## src/rtl/mem_set_loader_pkg.sv

```systemverilog
// Shared definitions for the data-memory preset loader.
// Holds the loader FSM state encoding and the default operand widths,
// which match the SoC MEM stage's MemVal/MemNum ports.
package mem_set_loader_pkg;

    localparam int DEF_VAL_WIDTH = 3;
    localparam int DEF_NUM_WIDTH = 2;

    typedef enum logic [2:0] {
        ST_IDLE     = 3'd0,
        ST_SETUP    = 3'd1,
        ST_STROBE   = 3'd2,
        ST_HOLD     = 3'd3,
        ST_WAIT_REL = 3'd4
    } state_t;

endpackage

```

## src/rtl/mem_set_loader_btn_debounce.sv

```systemverilog
// Push-button conditioner: two-flop synchroniser, debounce counter and
// rising-edge detector on the debounced level.
//   clk, rst  : clock, asynchronous active-low reset
//   raw       : raw asynchronous button input
//   level     : debounced button level
//   press     : one-cycle pulse on a 0->1 transition of level
module btn_debounce #(
    parameter int DB_COUNT = 50000,
    parameter int DB_WIDTH = 16
) (
    input  logic clk,
    input  logic rst,
    input  logic raw,
    output logic level,
    output logic press
);

    logic                s1, s2;
    logic                level_d;
    logic [DB_WIDTH-1:0] cnt;

    always_ff @(posedge clk or negedge rst) begin
        if (!rst) begin
            s1      <= 1'b0;
            s2      <= 1'b0;
            level   <= 1'b0;
            level_d <= 1'b0;
            cnt     <= '0;
        end else begin
            s1      <= raw;
            s2      <= s1;
            level_d <= level;
            // Count only while a change is pending; any glitch back to the
            // accepted level restarts the stability window.
            if (s2 == level) begin
                cnt <= '0;
            end else if (cnt == DB_WIDTH'(DB_COUNT - 1)) begin
                level <= s2;
                cnt   <= '0;
            end else begin
                cnt <= cnt + 1'b1;
            end
        end
    end

    assign press = level & ~level_d;

endmodule

```

## src/rtl/mem_set_loader.sv

```systemverilog
// Board-side writer for the SoC data-memory preset port. Debounced button
// presses become single MemSet strobes with operands set up one cycle
// before and held HOLD_CYCLES after the strobe.
//   clk, rst         : clock, asynchronous active-low reset
//   btn_load         : raw load button (one strobe per press)
//   btn_next         : raw pointer-advance button (auto mode only)
//   sw_val, sw_num   : value / index switches
//   auto_inc         : 1 = index from internal pointer
//   MemSet/Val/Num   : preset strobe and operands to the MEM stage
//   busy             : FSM outside IDLE
//   ptr              : auto-increment pointer
//   load_count       : saturating count of strobes issued
module mem_set_loader
    import mem_set_loader_pkg::*;
#(
    parameter int DB_COUNT    = 50000,
    parameter int DB_WIDTH    = 16,
    parameter int VAL_WIDTH   = DEF_VAL_WIDTH,
    parameter int NUM_WIDTH   = DEF_NUM_WIDTH,
    parameter int DATA_DEPTH  = 4,
    parameter int HOLD_CYCLES = 2
) (
    input  logic                 clk,
    input  logic                 rst,
    input  logic                 btn_load,
    input  logic                 btn_next,
    input  logic [VAL_WIDTH-1:0] sw_val,
    input  logic [NUM_WIDTH-1:0] sw_num,
    input  logic                 auto_inc,
    output logic                 MemSet,
    output logic [VAL_WIDTH-1:0] MemVal,
    output logic [NUM_WIDTH-1:0] MemNum,
    output logic                 busy,
    output logic [NUM_WIDTH-1:0] ptr,
    output logic [7:0]           load_count
);

    localparam int HC_W = (HOLD_CYCLES < 2) ? 1 : $clog2(HOLD_CYCLES + 1);

    logic load_lvl, load_ev;
    logic next_lvl, next_ev;

    btn_debounce #(.DB_COUNT(DB_COUNT), .DB_WIDTH(DB_WIDTH)) u_db_load (
        .clk   (clk),
        .rst   (rst),
        .raw   (btn_load),
        .level (load_lvl),
        .press (load_ev)
    );

    btn_debounce #(.DB_COUNT(DB_COUNT), .DB_WIDTH(DB_WIDTH)) u_db_next (
        .clk   (clk),
        .rst   (rst),
        .raw   (btn_next),
        .level (next_lvl),
        .press (next_ev)
    );

    // Switch synchronisers; values only matter on the load-event cycle.
    logic [VAL_WIDTH-1:0] sw_val_m, sw_val_s;
    logic [NUM_WIDTH-1:0] sw_num_m, sw_num_s;
    logic                 auto_m, auto_s;

    always_ff @(posedge clk or negedge rst) begin
        if (!rst) begin
            sw_val_m <= '0;
            sw_val_s <= '0;
            sw_num_m <= '0;
            sw_num_s <= '0;
            auto_m   <= 1'b0;
            auto_s   <= 1'b0;
        end else begin
            sw_val_m <= sw_val;
            sw_val_s <= sw_val_m;
            sw_num_m <= sw_num;
            sw_num_s <= sw_num_m;
            auto_m   <= auto_inc;
            auto_s   <= auto_m;
        end
    end

    state_t              state, state_nxt;
    logic                mode_q;
    logic [HC_W-1:0]     hold_cnt;
    logic                hold_done;
    logic [NUM_WIDTH-1:0] ptr_inc;

    assign hold_done = (hold_cnt == HC_W'(HOLD_CYCLES - 1));
    assign ptr_inc   = (ptr == NUM_WIDTH'(DATA_DEPTH - 1)) ? '0 : ptr + 1'b1;

    always_ff @(posedge clk or negedge rst) begin
        if (!rst) state <= ST_IDLE;
        else      state <= state_nxt;
    end

    always_comb begin
        state_nxt = state;
        case (state)
            ST_IDLE:     if (load_ev) state_nxt = ST_SETUP;
            ST_SETUP:    state_nxt = ST_STROBE;
            ST_STROBE:   state_nxt = ST_HOLD;
            ST_HOLD:     if (hold_done) state_nxt = ST_WAIT_REL;
            // Wait for release so a held button never re-triggers.
            ST_WAIT_REL: if (!load_lvl) state_nxt = ST_IDLE;
            default:     state_nxt = ST_IDLE;
        endcase
    end

    // Decoded straight from the state register so reset drops it at once.
    assign MemSet = (state == ST_STROBE);
    assign busy   = (state != ST_IDLE);

    always_ff @(posedge clk or negedge rst) begin
        if (!rst) begin
            MemVal     <= '0;
            MemNum     <= '0;
            ptr        <= '0;
            load_count <= '0;
            mode_q     <= 1'b0;
            hold_cnt   <= '0;
        end else begin
            hold_cnt <= (state == ST_HOLD) ? hold_cnt + 1'b1 : '0;
            if (state == ST_IDLE) begin
                // Load takes priority; a coincident next event is dropped.
                if (load_ev) begin
                    MemVal <= sw_val_s;
                    MemNum <= auto_s ? ptr : sw_num_s;
                    mode_q <= auto_s;
                end else if (next_ev && auto_s) begin
                    ptr <= ptr_inc;
                end
            end
            if (state == ST_STROBE) begin
                if (load_count != 8'hFF) load_count <= load_count + 8'd1;
                if (mode_q) ptr <= ptr_inc;
            end
        end
    end

endmodule
```

## config.mk

```make
export PLATFORM = sky130hd
export DESIGN_NAME = mem_set_loader
export DESIGN_NICKNAME = d
export VERILOG_FILES = /design/src/rtl/mem_set_loader_pkg.sv /design/src/rtl/mem_set_loader_btn_debounce.sv /design/src/rtl/mem_set_loader.sv
export SDC_FILE = /design/constraint.sdc
export NUM_CORES = 1
export LEC_CHECK = 0
export ABC_AREA = 1
export CELL_PAD_IN_SITES_DETAIL_PLACEMENT = 0
export CELL_PAD_IN_SITES_GLOBAL_PLACEMENT = 1
export CORE_MARGIN = 10
export CORE_UTILIZATION = 30
export CTS_CLUSTER_SIZE = 25
export DETAILED_ROUTE_END_ITERATION = 6
export HOLD_SLACK_MARGIN = 0.1
export PLACE_DENSITY = 0.63
export SLEW_MARGIN = 10
export SYNTH_ARGS = -nofsm -noshare
export SYNTH_HDL_FRONTEND = slang
export SYNTH_SLANG_ARGS = --single-unit
```

## constraint.sdc

```tcl
create_clock -name clk -period 1.9 [get_ports clk]
set_clock_uncertainty 0.15 [all_clocks]
set_input_delay 0.285 -clock clk [delete_from_list [all_inputs] [get_ports clk]]
set_output_delay 0.285 -clock clk [all_outputs]
set_load 0.03 [all_outputs]
```

; Word-level counts from Yosys, hierarchy flattened
; Cells that the tools add are included.
[classes]
add_sub_neg = 5
n_mul = 0
div = 0
n_lt_le_gt_ge = 0
n_eq_ne = 14
shifts = 0
mux = 16
bitwise_logic = 6
n_reduce_logical = 8
[op_table]
columns = op, n
row1 = 2-to-1 mux 16 bit, 4
row2 = "adder 16 x 1 -> 16 bit, second input constant", 2
row3 = "equality test 16 bit, second input constant", 2
row4 = 2-to-1 mux 2 bit, 8
row5 = one-hot mux 3 bit (5 select lines), 1
row6 = 2-to-1 mux 3 bit, 3
row7 = "adder 8 x 1 -> 8 bit, second input constant", 1
row8 = "!= test 8 bit, second input constant", 1
row9 = AND reduction 2 bit, 4
row10 = "equality test 3 x 2 -> 1 bit, second input constant", 2
row11 = "!= test 2 bit, second input constant", 3
row12 = "adder 2 x 1 -> 2 bit, second input constant", 2
row13 = inverter 1 bit, 4
row14 = "equality test 3 x 1 -> 1 bit, second input constant", 1
row15 = "equality test 3 bit, second input constant", 1
row16 = zero test 3 bit, 1
row17 = AND reduction 3 bit, 1
row18 = nonzero test 3 bit, 1
row19 = bitwise AND 1 bit, 2
row20 = equality test 1 bit, 2
row21 = "equality test 2 x 1 -> 1 bit, second input constant", 1
row22 = "equality test 2 bit, second input constant", 1
row23 = logical AND 1 bit, 1
[totals]
reg_bits = 73
latch_bits = 0
ram_bits = 0
rom_bits = 0
inputBits = 10
out_inout_bits = 17
word_cells = 72
mem_count = 0

; Depth between registers and ports, before layout
[logic_depth]
word_depth = 8
mapped_depth = 8

; Hierarchy
; A second synthesis with hierarchy kept.
[unflattened]
hier_cells = 390
hier_area_um2 = 3435.8
[by_module_without_submodules]
columns = module, instances, cells_per_inst, area_each_um2, seq_area_each_um2
row1 = btn_debounce, 2, 124, 1042.2, 500.5
row2 = mem_set_loader, 1, 142, 1351.3, 825.8

; Least setup slack after synthesis
; OpenSTA, ideal clock, no wires.
[synth_timing]
kind = register to register
start = reg load_count[0]
end = reg load_count[7]
arrival_ps = 1423
setup_slack_ps = 209
stages_incl_launch_ff = 9
path_cell_list = dfrtp_1 ha_1 nand2_1 nor2_4 nand4_1 nand2_2 inv_2 nand2_1 nand2_1
[synth_via]
elab_chain_cells = 2
[synth_lines]
columns = item, line_no
row1 = start: declaration, mem_set_loader.sv:35  ; output logic [7:0] load_count
row2 = start signal: assignment, mem_set_loader.sv:134  ; if (load_count != 8'hFF) load_count <= load_count + 8'd1;
row3 = "parallel branches: the longest is 2 deep, another holds adder 8 x 1 -> 8 bit", --
; Parallel ways; which one is timed is not known.
; A chain may end at the register's enable or synchronous reset.

; Final worst setup path
[layout_timing]
start = reg load_count[3]
end = out load_count[3]
; No word-level cell between the ends.

==> tab_implementation.tex <==
\begin{tabular}{lr}
\hline
Metric & Value \\
\hline
\multicolumn{2}{l}{\textbf{Status}} \\
\quad Outcome & completed \\
\multicolumn{2}{l}{\textbf{Synth}} \\
\quad Count of warnings emitted by yosys & 0 \\
\quad Most area-consuming cells after synthesis & sky130\_fd\_sc\_hd\_\_dfrtp\_1 (54\%), sky130\_fd\_sc\_hd\_\_nand2\_1 (12\%), sky130\_fd\_sc\_hd\_\_nor2\_1 (7.9\%) \\
\quad Number of enable flip-flop cells after synthesis & 0 \\
\quad Library cells used by synthesis & 28 \\
\quad Post-Syn Area & 3370 um2 \\
\quad Mean post-synth cell area & 8.54 um2 \\
\quad Area share of the largest cell type after synthesis & 54.2\% \\
\quad Sequential fraction of the synthesis area & 54.2\% \\
\quad Top-count cell post-synth & sky130\_fd\_sc\_hd\_\_nand2\_1 \\
\quad Cell taking the most area after synthesis & sky130\_fd\_sc\_hd\_\_dfrtp\_1 \\
\quad Post-synth top cells & sky130\_fd\_sc\_hd\_\_nand2\_1 (104), sky130\_fd\_sc\_hd\_\_dfrtp\_1 (73), sky130\_fd\_sc\_hd\_\_nor2\_1 (71) \\
\quad Gate count of the mapped netlist & 395 \\
\quad Count of state elements after synthesis & 73 \\
\quad Most used flip-flop cell after synthesis & sky130\_fd\_sc\_hd\_\_dfrtp\_1 \\
\quad Async SR Flop Fraction & 100\% \\
\quad Net Count, Synth & 410 \\
\multicolumn{2}{l}{\textbf{Place}} \\
\quad Pre-CTS setup slack & 217 ps \\
\quad Post-detailed-placement half-perimeter wirelength & 4.88 mm \\
\quad Global placer's final weighted congestion & 0.809 \\
\quad IO buf count & 26 \\
\quad Placement Cell Area & 3830 um2 \\
\multicolumn{2}{l}{\textbf{Timing}} \\
\quad Slew of the pin with the lowest slew margin & 406 ps \\
\quad Setup TNS & 0 ps \\
\quad Unrepaired setup endpoints after global routing & false \\
\quad Hold violation total from the final report & 0 \\
\quad Minimum clock period & 1840 ps \\
\quad Final setup margin & 64.9 ps \\
\quad Worst-case headroom to the max-slew limit & 73.0\% \\
\quad Final worst path period share & 96.6\% \\
\quad Final count of pins violating max slew & 0 \\
\quad Achievable frequency & 545 MHz \\
\quad Setup Viol. Count Final & 0 \\
\multicolumn{2}{l}{\textbf{Finish}} \\
\quad Fraction of layout instances using a drive strength above 1 & 10.5\% \\
\quad Post-layout instance area & 4160 um2 \\
\quad Layout Area Growth over Synthesis & 23.2\% \\
\quad ANT cells & 0 \\
\quad Number of nets in the final layout & 450 \\
\multicolumn{2}{l}{\textbf{Floorplan}} \\
\quad Die boundary height & 126 um \\
\quad Core footprint & 10900 um2 \\
\quad Area of the die & 15900 um2 \\
\quad Width of the chip & 126 um \\
\quad Boundary Pins & 27 \\
\quad Starting utilization of the core area & 30.8\% \\
\quad Count of standard-cell rows & 38 \\
\multicolumn{2}{l}{\textbf{Routing}} \\
\quad Residual DRC count & 0 \\
\quad Number of detailed-routing iterations run before antenna repair & 4 \\
\quad DR top layer & met4 \\
\quad First DRT Iteration DRCs & 145 \\
\quad Routed metal-1 wirelength & 3.44 mm \\
\quad Met3 Wirelength & 358 um \\
\quad Routed length on met2 & 2.99 mm \\
\quad Total length of routed wires & 6.88 mm \\
\quad Post-DR vias/cell & 4.43 \\
\quad Residual antenna-violating net count after detailed routing & 0 \\
\quad Routed WL per cell & 11.9 um \\
\quad Via Count & 2569 \\
\multicolumn{2}{l}{\textbf{Clock tree}} \\
\quad TritonCTS clock tree & done \\
\quad Buffer levels on the longest clock path & 2 \\
\quad Clock sink total & 73 \\
\quad H-tree levels & 3 \\
\quad Cell at the root of the clock tree & sky130\_fd\_sc\_hd\_\_clkbuf\_16 \\
\quad CTS clk-pin slew, worst paths & 60 ps \\
\quad Clock buffers created by TritonCTS & 9 \\
\quad Clock latency reported for the late side of the worst-skew pair & 330 ps \\
\multicolumn{2}{l}{\textbf{Setup path}} \\
\quad Count of buffering cells on the critical path with inverters included & 1 \\
\quad Arrival time reported for the critical path endpoint & 1400 ps \\
\quad CP cell instances & clkdlybuf4s50\_1 \\
\quad Startpoint kind of the worst setup timing path & flop \\
\quad Worst-path maximum fanout & 4 \\
\quad Cell type group with the largest total delay on the critical path & buffers and inverters \\
\quad Worst path max stage delay & 690 ps \\
\quad Master of the slowest instance on the critical path & sky130\_fd\_sc\_hd\_\_clkdlybuf4s50\_1 \\
\quad Critical setup path kind & reg -> out \\
\quad Critical path data required time & 1460 ps \\
\quad Element type at the critical path end & output port \\
\multicolumn{2}{l}{\textbf{Min path}} \\
\quad Kind of path behind the tightest hold check & reg -> reg \\
\multicolumn{2}{l}{\textbf{Power and ir drop}} \\
\quad Leak Pwr & 1.91 nW \\
\quad P per Cell Area & 838 nW/um2 \\
\quad Peak VDD IR & 0.541 mV \\
\multicolumn{2}{l}{\textbf{GRT}} \\
\quad Overall overflow remaining after global route & 0 \\
\quad Antenna violations before repair & 0 \\
\quad Largest net degree at the start of global routing & 74 \\
\quad Wire length of the first global-routing pass & 12.0 mm \\
\quad GRT Resource Usage Total & 9.19\% \\
\quad Number of global-route vias before repair & 2461 \\
\multicolumn{2}{l}{\textbf{Job}} \\
\quad Max-cap violations & 0 \\
\hline
\end{tabular}
-- worst paths after layout --
kind,from,end,slack (ps),cells after the start
hold / removal,sw_val_m[0],sw_val_s[0],200,0
min in group asynchronous,rst,load_count[4],330,3
setup / recovery,load_count[3],load_count[3],60,1
setup reg to reg,load_count[0],load_count[3],300,8
max in group asynchronous,rst,load_count[1],920,3
hold reg to reg,sw_val_m[0],sw_val_s[0],200,0
-- layout by cell type (no fill, tap or decap), types with 2 or more instances in the layout --
cell,Yosys,final
sky130_fd_sc_hd__clkdlybuf4s50_1,0,14
sky130_fd_sc_hd__nor2_4,2,3
sky130_fd_sc_hd__inv_2,6,6
sky130_fd_sc_hd__xor2_1,9,9
sky130_fd_sc_hd__nand4_1,6,6
sky130_fd_sc_hd__dlymetal6s2s_1,0,3
sky130_fd_sc_hd__nor2_1,71,71
sky130_fd_sc_hd__nor3b_1,2,2
sky130_fd_sc_hd__buf_4,0,3
sky130_fd_sc_hd__o21ai_0,8,8
sky130_fd_sc_hd__a31oi_1,3,3
sky130_fd_sc_hd__nand3_1,22,22
sky130_fd_sc_hd__xnor2_1,3,3
sky130_fd_sc_hd__clkbuf_16,0,9
sky130_fd_sc_hd__a21oi_1,10,10
sky130_fd_sc_hd__nor3_1,10,10
sky130_fd_sc_hd__dfrtp_1,73,73
sky130_fd_sc_hd__ha_1,5,5
sky130_fd_sc_hd__nor2_2,3,2
sky130_fd_sc_hd__nand2_1,104,104
sky130_fd_sc_hd__nand3b_1,2,2
sky130_fd_sc_hd__o21bai_1,4,4
sky130_fd_sc_hd__nand3_2,2,2
sky130_fd_sc_hd__clkinv_2,0,3
sky130_fd_sc_hd__inv_1,36,36
sky130_fd_sc_hd__bufinv_16,0,2
sky130_fd_sc_hd__dlygate4sd2_1,0,7
sky130_fd_sc_hd__nand2_2,7,7
-- state kept, by name, indices dropped and copies added, names as in the netlist, 2 cells and up --
| name | count |
|---|---|
| u_db_load.cnt | 16 |
| state | 3 |
| sw_val_m | 3 |
| sw_num_m | 2 |
| sw_val_s | 3 |
| sw_num_s | 2 |
| ptr | 2 |
| hold_cnt | 2 |
| u_db_next.cnt | 16 |
| MemNum | 2 |
| load_count | 8 |
| MemVal | 3 |
-- metrics by stage --
step / cells / power, W / util, % / hold slack [ps]
floorplan: 395 / 0.00166 / - / -161
global placement: 563 / 0.00173 / 35.0 / 185
detailed placement: 563 / 0.00173 / 35.0 / 188
CTS: 580 / 0.00354 / 37.9 / 212
global route: 580 / 0.00364 / 38.0 / 220
finish: 580 / 0.00348 / 38.0 / 204
-- power by group --
part | switching [W] | total (W) | internal (W)
Sequential | 0.0000170 | 0.00160 | 0.00158
Combinational | 0.0000626 | 0.0000988 | 0.0000362
Clock | 0.000641 | 0.00178 | 0.00114
Total | 0.000721 | 0.00348 | 0.00276
-- repair_timing --
item,in CTS,in global routing
hold buffers,1,0
resized for setup,7,4
buffers inserted,0,0
hold endpoints to repair,73,0
setup endpoints to repair,7,4
-- per-layer routing --
| layer | up-vias | global-route usage, % |
|---|---|---|
| met5 | - | 0 |
| met4 | 0 | 3.42 |
| met3 | 8 | 4.19 |
| met2 | 40 | 13.1 |
| met1 | 1188 | 11.9 |
| li1 | 1333 | - |
-- kinds of logic (layout without fill, tap and decap cells) --
logic type	Yosys count	in the layout	synth area share, %
and+or+nand+nor	235	235	30.8
DFF	73	73	54.2
buffers and inverters	42	87	4.68
AOI/OAI and AO/OA	27	27	4.86
xor gates and xnor gates	13	13	3.60
adders and majority gates	5	5	1.86
-- final cells by class --
class | instances | area, um2
Sequential cell | 73 | 1830
Clock inverter | 6 | 82.6
Inverter | 42 | 158
Tap cell | 140 | 175
Multi-Input combinational cell | 280 | 1390
Clock buffer | 10 | 229
Fill cell | 1123 | 6780
Timing Repair Buffer | 29 | 292
(Power assumes the default switching activity.)
